--- src/rtl/inc_counter_bank.sv ---
// Bank of independent up/down counters with sticky overflow flags and registered readout.
// Define INC_COUNTER_BANK_SAT_EN for saturating steps; default build wraps modulo 2^WIDTH.
module inc_counter_bank #(
    parameter int WIDTH    = 4,
    parameter int CHANNELS = 4,
    parameter int STEP     = 1
) (
    input  logic                                            clk,
    input  logic                                            rst,
    input  logic [CHANNELS-1:0]                             inc,
    input  logic [CHANNELS-1:0]                             dec,
    input  logic [CHANNELS-1:0]                             load,
    input  logic [WIDTH-1:0]                                load_val,
    input  logic                                            clr_flags,
    input  logic [((CHANNELS > 1) ? $clog2(CHANNELS) : 1)-1:0] sel,
    output logic [WIDTH-1:0]                                out,
    output logic [CHANNELS-1:0]                             ovf,
    output logic                                            any_ovf
);

    localparam logic [WIDTH:0]   STEP_X = (WIDTH + 1)'(STEP);
    localparam logic [WIDTH-1:0] MAX_V  = '1;

    logic [WIDTH-1:0]    cnt      [CHANNELS];
    logic [WIDTH-1:0]    cnt_next [CHANNELS];
    logic [WIDTH:0]      up_sum   [CHANNELS];
    logic [WIDTH:0]      dn_dif   [CHANNELS];
    logic [CHANNELS-1:0] wrap_evt;
    logic [CHANNELS-1:0] ovf_next;
    logic [WIDTH-1:0]    out_next;

    // The extra MSB of up_sum/dn_dif is the carry/borrow that flags the event.
    always_comb begin
        wrap_evt = '0;
        for (int i = 0; i < CHANNELS; i++) begin
            up_sum[i]   = {1'b0, cnt[i]} + STEP_X;
            dn_dif[i]   = {1'b0, cnt[i]} - STEP_X;
            cnt_next[i] = cnt[i];
            if (load[i]) begin
                cnt_next[i] = load_val;
            end else if (inc[i] && !dec[i]) begin
                wrap_evt[i] = up_sum[i][WIDTH];
`ifdef INC_COUNTER_BANK_SAT_EN
                cnt_next[i] = up_sum[i][WIDTH] ? MAX_V : up_sum[i][WIDTH-1:0];
`else
                cnt_next[i] = up_sum[i][WIDTH-1:0];
`endif
            end else if (dec[i] && !inc[i]) begin
                wrap_evt[i] = dn_dif[i][WIDTH];
`ifdef INC_COUNTER_BANK_SAT_EN
                cnt_next[i] = dn_dif[i][WIDTH] ? '0 : dn_dif[i][WIDTH-1:0];
`else
                cnt_next[i] = dn_dif[i][WIDTH-1:0];
`endif
            end
        end
    end

    // A same-cycle event beats clr_flags.
    always_comb begin
        ovf_next = (clr_flags ? '0 : ovf) | wrap_evt;
        out_next = '0;
        for (int i = 0; i < CHANNELS; i++) begin
            if (int'(sel) == i) begin
                out_next = cnt_next[i];
            end
        end
    end

    always_ff @(posedge clk or posedge rst) begin
        if (rst) begin
            for (int i = 0; i < CHANNELS; i++) begin
                cnt[i] <= '0;
            end
            ovf     <= '0;
            out     <= '0;
            any_ovf <= 1'b0;
        end else begin
            for (int i = 0; i < CHANNELS; i++) begin
                cnt[i] <= cnt_next[i];
            end
            ovf     <= ovf_next;
            out     <= out_next;
            any_ovf <= |ovf_next;
        end
    end

endmodule

--- config.mk ---
export PLATFORM = sky130hd
export DESIGN_NAME = inc_counter_bank
export DESIGN_NICKNAME = d
export VERILOG_FILES = /design/src/rtl/inc_counter_bank.sv
export SDC_FILE = /design/constraint.sdc
export NUM_CORES = 1
export LEC_CHECK = 0
export ABC_AREA = 1
export CAP_MARGIN = 10
export CORE_AREA = 4 4 66 68
export DETAILED_ROUTE_END_ITERATION = 8
export DIE_AREA = 0 0 70 72
export HOLD_SLACK_MARGIN = 0.12
export PLACE_DENSITY = 0.83
export SLEW_MARGIN = 20
export SYNTH_ARGS = -nofsm -noshare
export SYNTH_HDL_FRONTEND = slang
export SYNTH_SLANG_ARGS = --single-unit
--- constraint.sdc ---
create_clock -name clk -period 1.3 [get_ports clk]
set_input_delay 0.325 -clock clk [delete_from_list [all_inputs] [get_ports clk]]
set_output_delay 0.325 -clock clk [all_outputs]
set_load 0.05 [all_outputs]
Yosys cells after proc, flatten, opt, wreduce, memory -nomap -nowiden
Cells that the tools add are included.

storage, ports and cells
  input bits = 21
  register bits after elaboration = 25

cells by class
  eq/ne operators = 3
  add/sub/neg operators = 8
  reductions and logical operators = 18
  multiplexer cells = 29
  bitwise operators = 1

operator list
  cell                                                                number
  4-bit two-way mux                                                   17
  4-bit by 1-bit adder with 5-bit output, second input constant       4
  4-bit by 1-bit subtractor with 5-bit output, second input constant  4
  1-bit two-way mux                                                   12
  1-bit logical AND                                                   8
  1-bit zero test                                                     8
  2-bit == test, second input constant                                2
  4-bit OR                                                            1
  4-bit OR reduction                                                  1
  2-bit by 1-bit == test with 1-bit output, second input constant     1
  2-bit zero test                                                     1

Depth between registers and ports, before layout
Gate-level depths: netlist (run 1).

  depth in word-level cells = 9
  gate-level depth with buffers = 10

Worst setup path after synthesis (run 1)
OpenSTA, ideal clock, no wires.

  kind = register to register
  start = register cnt[12] in the netlist's numbering
  end = register out[1]
  path buffers = 0
  data arrival time = 1181 ps
  cell stages (with the launch flop) = 9
  slack = -10 ps
  cell sequence = dfrtp_1 inv_1 ha_1 o21ai_0 o21ai_0 nand2_1 o21ai_0 nand2_1 nand4_1

RTL lines
  what                               line  source
  from (decl)                        24    logic [WIDTH-1:0] cnt [CHANNELS];
  from (signal, indexed assignment)  80    cnt[i] <= cnt_next[i];
  to (signal assigned)               83    out <= out_next;
  to (decl)                          16    output logic [WIDTH-1:0] out,

==> impl_metrics.ini, run 1 <==
[synthesis]
syn_area_sq_um = 1740
ys_seq_elements = 25
post-synth-top-area-fraction_pct = 35.9
yosysTopAreaCell = dfrtp_1
syn_nets = 283
yosysWarnings = 0
ys_seq_area_share_pct = 35.9
synth.top_cells.by_area = dfrtp_1 36%, nand2_1 16%, nand3_1 9.8%, inv_1 8.0%, ha_1 5.8%
postSynthCellCount = 254
syn_avg_cell_area_sq_um = 6.85
ys_types = 22

[floorplan]
std_cell_rows = 23
die_h_microns = 72
start_util_pct = 45.1
io_pins = 30
core_area_sq_um = 3860
die_w_microns = 70
die_area_sq_um = 5040

[place]
io_buffers = 29
place_inst = 357
dpl_cell_area_sq_um = 2380
gp_congestion = 0.843
hpwlAfterDp_mm = 3.41
pre_cts_ws_ns = -0.465

[final_layout]
diodes = 0
final_layout_size_suffix_gt1_share_pct = 32.3
design_area_sq_um = 2680
fin_util_pct = 69.4
mostFrequentLayoutCells = 67 x nand2_1, 29 x nand3_1, 26 x inv_1
fin_cells = 366
layout_commonest_cell = nand2_1
syn_to_final_growth_pct = 53.8
nFillCells = 315
nNetsFinal = 346

[power]
vdd_drop_max_uv = 619
clkPwrFrac_pct = 16.6
finalPower_mw = 2.88
p_sw_share_pct = 38.0
p_comb_share_pct = 48.3
p_seq_share_pct = 35.0
p_leak_nw = 1.32
switchingPower_mw = 1.09
p_int_mw = 1.78
p_per_area_nw_per_um2 = 1070

[detailed_routing]
drt_drc_violations_left = 0
wl_per_cell_microns = 13.2
vias = 1901
via_per_inst = 5.19
drt-initial-drc-count = 99
firstDrtPassIters = 4
routed_wl_mm = 4.84
postRouteAntennaNets = 0

[run_status]
violations = setup timing
status = complete, but fails checks

[clock_tree]
cts.clk_slew.worst_paths_ns = 0.09
cts_sinks = 25
cts-root-buf = clkbuf_8
cts_made_buffers = 3
cts.htree.levels = 1
cts_buffer_depth = 2
clkLatencyLatePin_ns = 0.27
cts_tree = yes

[critical_path]
worstSetupStartpoint = cnt[8]$_DFF_PP0_
crit_type = reg2reg
ff2ff_path_depth = 9
startpoint_type = flop
required_ns = 1.45
cp.arrival_ns = 1.52
cp_max_fo = 3
timing.rr.start = cnt[8]$_DFF_PP0_
cp-end-kind = flop

[sta]
rsz0062_at_grt = true
slew_viol_final = 0
setup_tns_ns = -0.168
fin_crit_ns = 1.38
layout_setup_ws_ns = -0.0765
hold-worst-slack_ns = 0.377
tightest_slew_ns = 0.305
setup_viol = 3
finalHoldViolCount = 0
relSlewSlack_pct = 79.6
fmax_mhz = 726
skew_ns = 0.00266
period_share_pct = 106

[global_route]
grt_usage_pct = 18.8
antenna_found_initial = 0
grt_max_degree = 26
grt_pass1_wl_mm = 7.80
overflow = 0
first_global_vias = 1802

[worst_hold_path]
hold_path_class = in2async

[flow_run]
cap_violations = 0
[final timing paths]
path	to	slack [ns]
worst max-delay path	out[2]$_DFF_PP0_	-0.08
worst min-delay path	any_ovf$_DFF_PP0_	0.38
worst max register to register	out[2]$_DFF_PP0_	-0.08
worst min register to register	ovf[0]$_DFF_PP0_	0.58
max in group asynchronous	cnt[4]$_DFF_PP0_	0.77
min in group clk	ovf[0]$_DFF_PP0_	0.58
[final cells by class]
cell class                 count  area (sq um)  share of cell area, %
sequential                    25           626                   23.4
clock buffer                   4          45.0                   1.68
inverter                      43           166                   6.22
multi-input combinational    186          1150                   43.0
timing repair buffer          58           627                   23.4
tap                           50          62.6                   2.34
[cells by family (layout without fill, tap and decap cells)]
logic type,Yosys count,count (layout),share of synthesized area [%]
XOR/XNOR,4,4,2.01
buffers and inverters,43,105,9.27
AND/OR/NAND/NOR,144,144,36.4
adder cells (fa/ha/maj),8,8,5.75
flip-flops,25,25,35.9
AO/OA/AOI/OAI,30,30,10.6
[synthesized netlist by cell type]
library cell and n:
nand3_1 34, nor2_1 17, a31oi_1 3, inv_1 37, nand4_1 7, nand2_2 2, o211ai_1 3, a21boi_0 2
o21ai_1 6, clkinv_1 2, o21a_1 3, and2_1 2, nor2_2 4, nor2_4 1, xor2_1 4, o21ai_2 3
ha_1 8, nand2_1 75, o21ai_0 10, inv_2 4, or2_0 2, dfrtp_1 25
[what timing repair did]
item                       CTS  global route
gates cloned                 0             0
hold buffers                 0             0
setup endpoints to repair   12            12
resized for setup           37            41
setup buffers                5             0
pin swaps                   21            17
hold endpoints to repair     0             0
[power by group through the flow]
stage	combinational [mW]	sequential, mW	clock (mW)
floorplan	0.449	1.14	0
global placement	1.11	1.01	0
detailed placement	1.13	1.01	0
CTS	1.25	0.998	0.494
global route	1.51	1.02	0.526
finish	1.39	1.01	0.478
[layer usage]
metal,track usage [%],vias up,part of all wire (%),wire (microns)
li1,-,946,-,-
met4,5.32,0,1.5,74
met1,23.2,882,42,2020
met5,0,-,0,0
met3,2.35,7,4.5,218
met2,34.6,66,52,2520
[sequential cells by signal (all words and copies together) (netlist names)]
register and cells:
any_ovf 1, cnt 16, ovf 4, out 4
[critical path: stages (launching register included)]
cell and delay (ns):
dfrtp_1 0.40, buf_6 0.13, ha_4 0.14, nand3_4 0.07, nand2_2 0.08, nand3_1 0.08, nand3_1 0.10, nand2_1 0.07
nand2_1 0.07, nand4_1 0.11
Note: power is estimated with default switching activity, not from simulation.
==> inputs of run 2 (changes only) <==
SETUP_SLACK_MARGIN = 0.05   (was default)
==> impl_metrics.ini, run 2 (synthesis gave the netlist of run 1 again) <==
[power]
switchingPower_mw = 1.11
clkPwrFrac_pct = 16.3
p_comb_share_pct = 48.0
vdd_drop_max_uv = 867
p_per_area_nw_per_um2 = 1070
finalPower_mw = 2.89
p_seq_share_pct = 35.7
p_sw_share_pct = 38.3
p_leak_nw = 1.35
p_int_mw = 1.78

[detailed_routing]
firstDrtPassIters = 4
vias = 1901
wl_per_cell_microns = 13.5
postRouteAntennaNets = 0
via_per_inst = 5.17
drt-initial-drc-count = 85
routed_wl_mm = 4.95
drt_drc_violations_left = 0

[sta]
rsz0062_at_grt = true
slew_viol_final = 0
period_share_pct = 104
tightest_slew_ns = 0.302
finalHoldViolCount = 0
relSlewSlack_pct = 79.8
setup_viol = 6
setup_tns_ns = -0.157
hold-worst-slack_ns = 0.376
fmax_mhz = 738
fin_crit_ns = 1.36
layout_setup_ws_ns = -0.0556
skew_ns = 0.0120

[critical_path]
cp.arrival_ns = 1.57
startpoint_type = flop
cp_cell_sequence = buf_4, ha_2, or2_0, nand3_1, nand3_1, nand2_1, nand2_1, nand4_1
crit_buf_inv = 1
crit_type = reg2reg
cp_max_fo = 2
required_ns = 1.51
critical_path.slowest_cell = dfrtp_1
slowest_delay_ns = 0.39
cp-end-kind = flop
path_delay_family = simple AND/OR/NAND/NOR gates

[floorplan]
die_w_microns = 70
std_cell_rows = 23
start_util_pct = 45.1
die_h_microns = 72
die_area_sq_um = 5040
io_pins = 30
core_area_sq_um = 3860

[clock_tree]
cts.htree.levels = 1
clkLatencyLatePin_ns = 0.27
cts-root-buf = clkbuf_8
cts_sinks = 25
cts.clk_slew.worst_paths_ns = 0.10
cts_buffer_depth = 2
cts_made_buffers = 3
holdBufCountCts = 0
cts_tree = yes

[flow_run]
cap_violations = 0

[global_route]
grt_max_degree = 26
overflow = 0
use_met1_pct = 22.2
grt_usage_pct = 18.4
grt-busiest-layer = met2
gr-usage-met2_pct = 35.8
use_met3_pct = 1.94
grt_pass1_wl_mm = 7.63
antenna_found_initial = 0
first_global_vias = 1777

[worst_hold_path]
hold_path_class = in2async

[place]
io_buffers = 29
pre_cts_ws_ns = -0.445
gp_congestion = 0.877
hpwlAfterDp_mm = 3.43

[run_status]
violations = setup timing
status = complete, but fails checks

[final_layout]
mostFrequentLayoutCells = 64 x nand2_1, 29 x inv_1, 27 x buf_4
top_register = cnt
layout_commonest_cell = nand2_1
syn_to_final_growth_pct = 55.0
largest_register_ffs = 16
final_layout_size_suffix_gt1_share_pct = 36.2
nFillCells = 305
diodes = 0
reg_top3 = cnt x16, out x4, ovf x4
nNetsFinal = 348
## run 2: changes by cell type in the layout (fill, tap and decap cells not counted), moves of 4 or more
cell,previous run,this run
buf_4,20,27
buf_6,8,3
inv_2,15,11
nand3_1,29,24
nand3_2,4,9
## run 2: repair_timing
| action | 4_1_cts | 5_1_grt |
|---|---|---|
| buffers inserted | 7 | 4 |
| resized for setup | 42 | 43 |
| pin swaps | 27 | 23 |
| endpoints found under the setup margin | 22 | 16 |
## run 2: final timing paths
check | startpoint | slack, ns | cells past startpoint | to
worst max-delay path | cnt[13]$_DFF_PP0_ | -0.06 | 8 | out[2]$_DFF_PP0_
worst min-delay path | rst | 0.38 | 3 | cnt[15]$_DFF_PP0_
worst max register to register | cnt[13]$_DFF_PP0_ | -0.06 | 8 | out[2]$_DFF_PP0_
worst min register to register | ovf[0]$_DFF_PP0_ | 0.58 | 2 | ovf[0]$_DFF_PP0_
max in group asynchronous | rst | 0.75 | 3 | cnt[9]$_DFF_PP0_
min in group clk | dec[1] | 0.58 | 5 | cnt[11]$_DFF_PP0_
## run 2: power groups by stage
stage,sequential [mW],clock [mW],combinational (mW)
final,1.03,0.471,1.38
after global routing,1.04,0.501,1.50
after CTS,1.01,0.473,1.26
after detailed placement,1.02,0,1.14
after global placement,1.02,0,1.11
after floorplan,1.14,0,0.462
## run 2: worst reg2reg max path: cells and delay by family (launching register included)
kind	cells	cell delay [ns]
buf+inv	1	0.14
simple gates	6	0.59
flops	1	0.39
fa+ha+maj	1	0.16
## run 2: layout make-up
cell class	count	area, sq um	area share, %
Clock buffer	3	41.3	1.53
Inverter	43	166	6.17
Timing Repair Buffer	60	619	23.0
Multi-Input combinational cell	186	1170	43.5
Clock inverter	1	5.00	0.186
Sequential cell	25	629	23.3
Tap cell	50	62.6	2.32
## run 2: metrics by stage
stage / cell area (sq um) / utilization, % / std cells
final: 2700 / 70.0 / 368
after global routing: 2700 / 70.0 / 368
after CTS: 2550 / 66.2 / 366
after detailed placement: 2380 / 61.7 / 356
after global placement: 2380 / 61.7 / 356
after floorplan: 1750 / - / 254
## run 2: per-layer routing
layer / vias to the layer above / wire length, microns / part of all wire, %
met5: - / 0 / 0
met4: 0 / 73 / 1.5
met3: 8 / 239 / 4.8
met2: 50 / 2620 / 53
met1: 892 / 2020 / 41
li1: 951 / - / -
==> inputs of run 3 (changes only) <==
CTS_CLUSTER_DIAMETER = 50   (was default)
==> results of run 3 <==
Same layout as run 2: the final DEF is identical, and so are final timing and power.
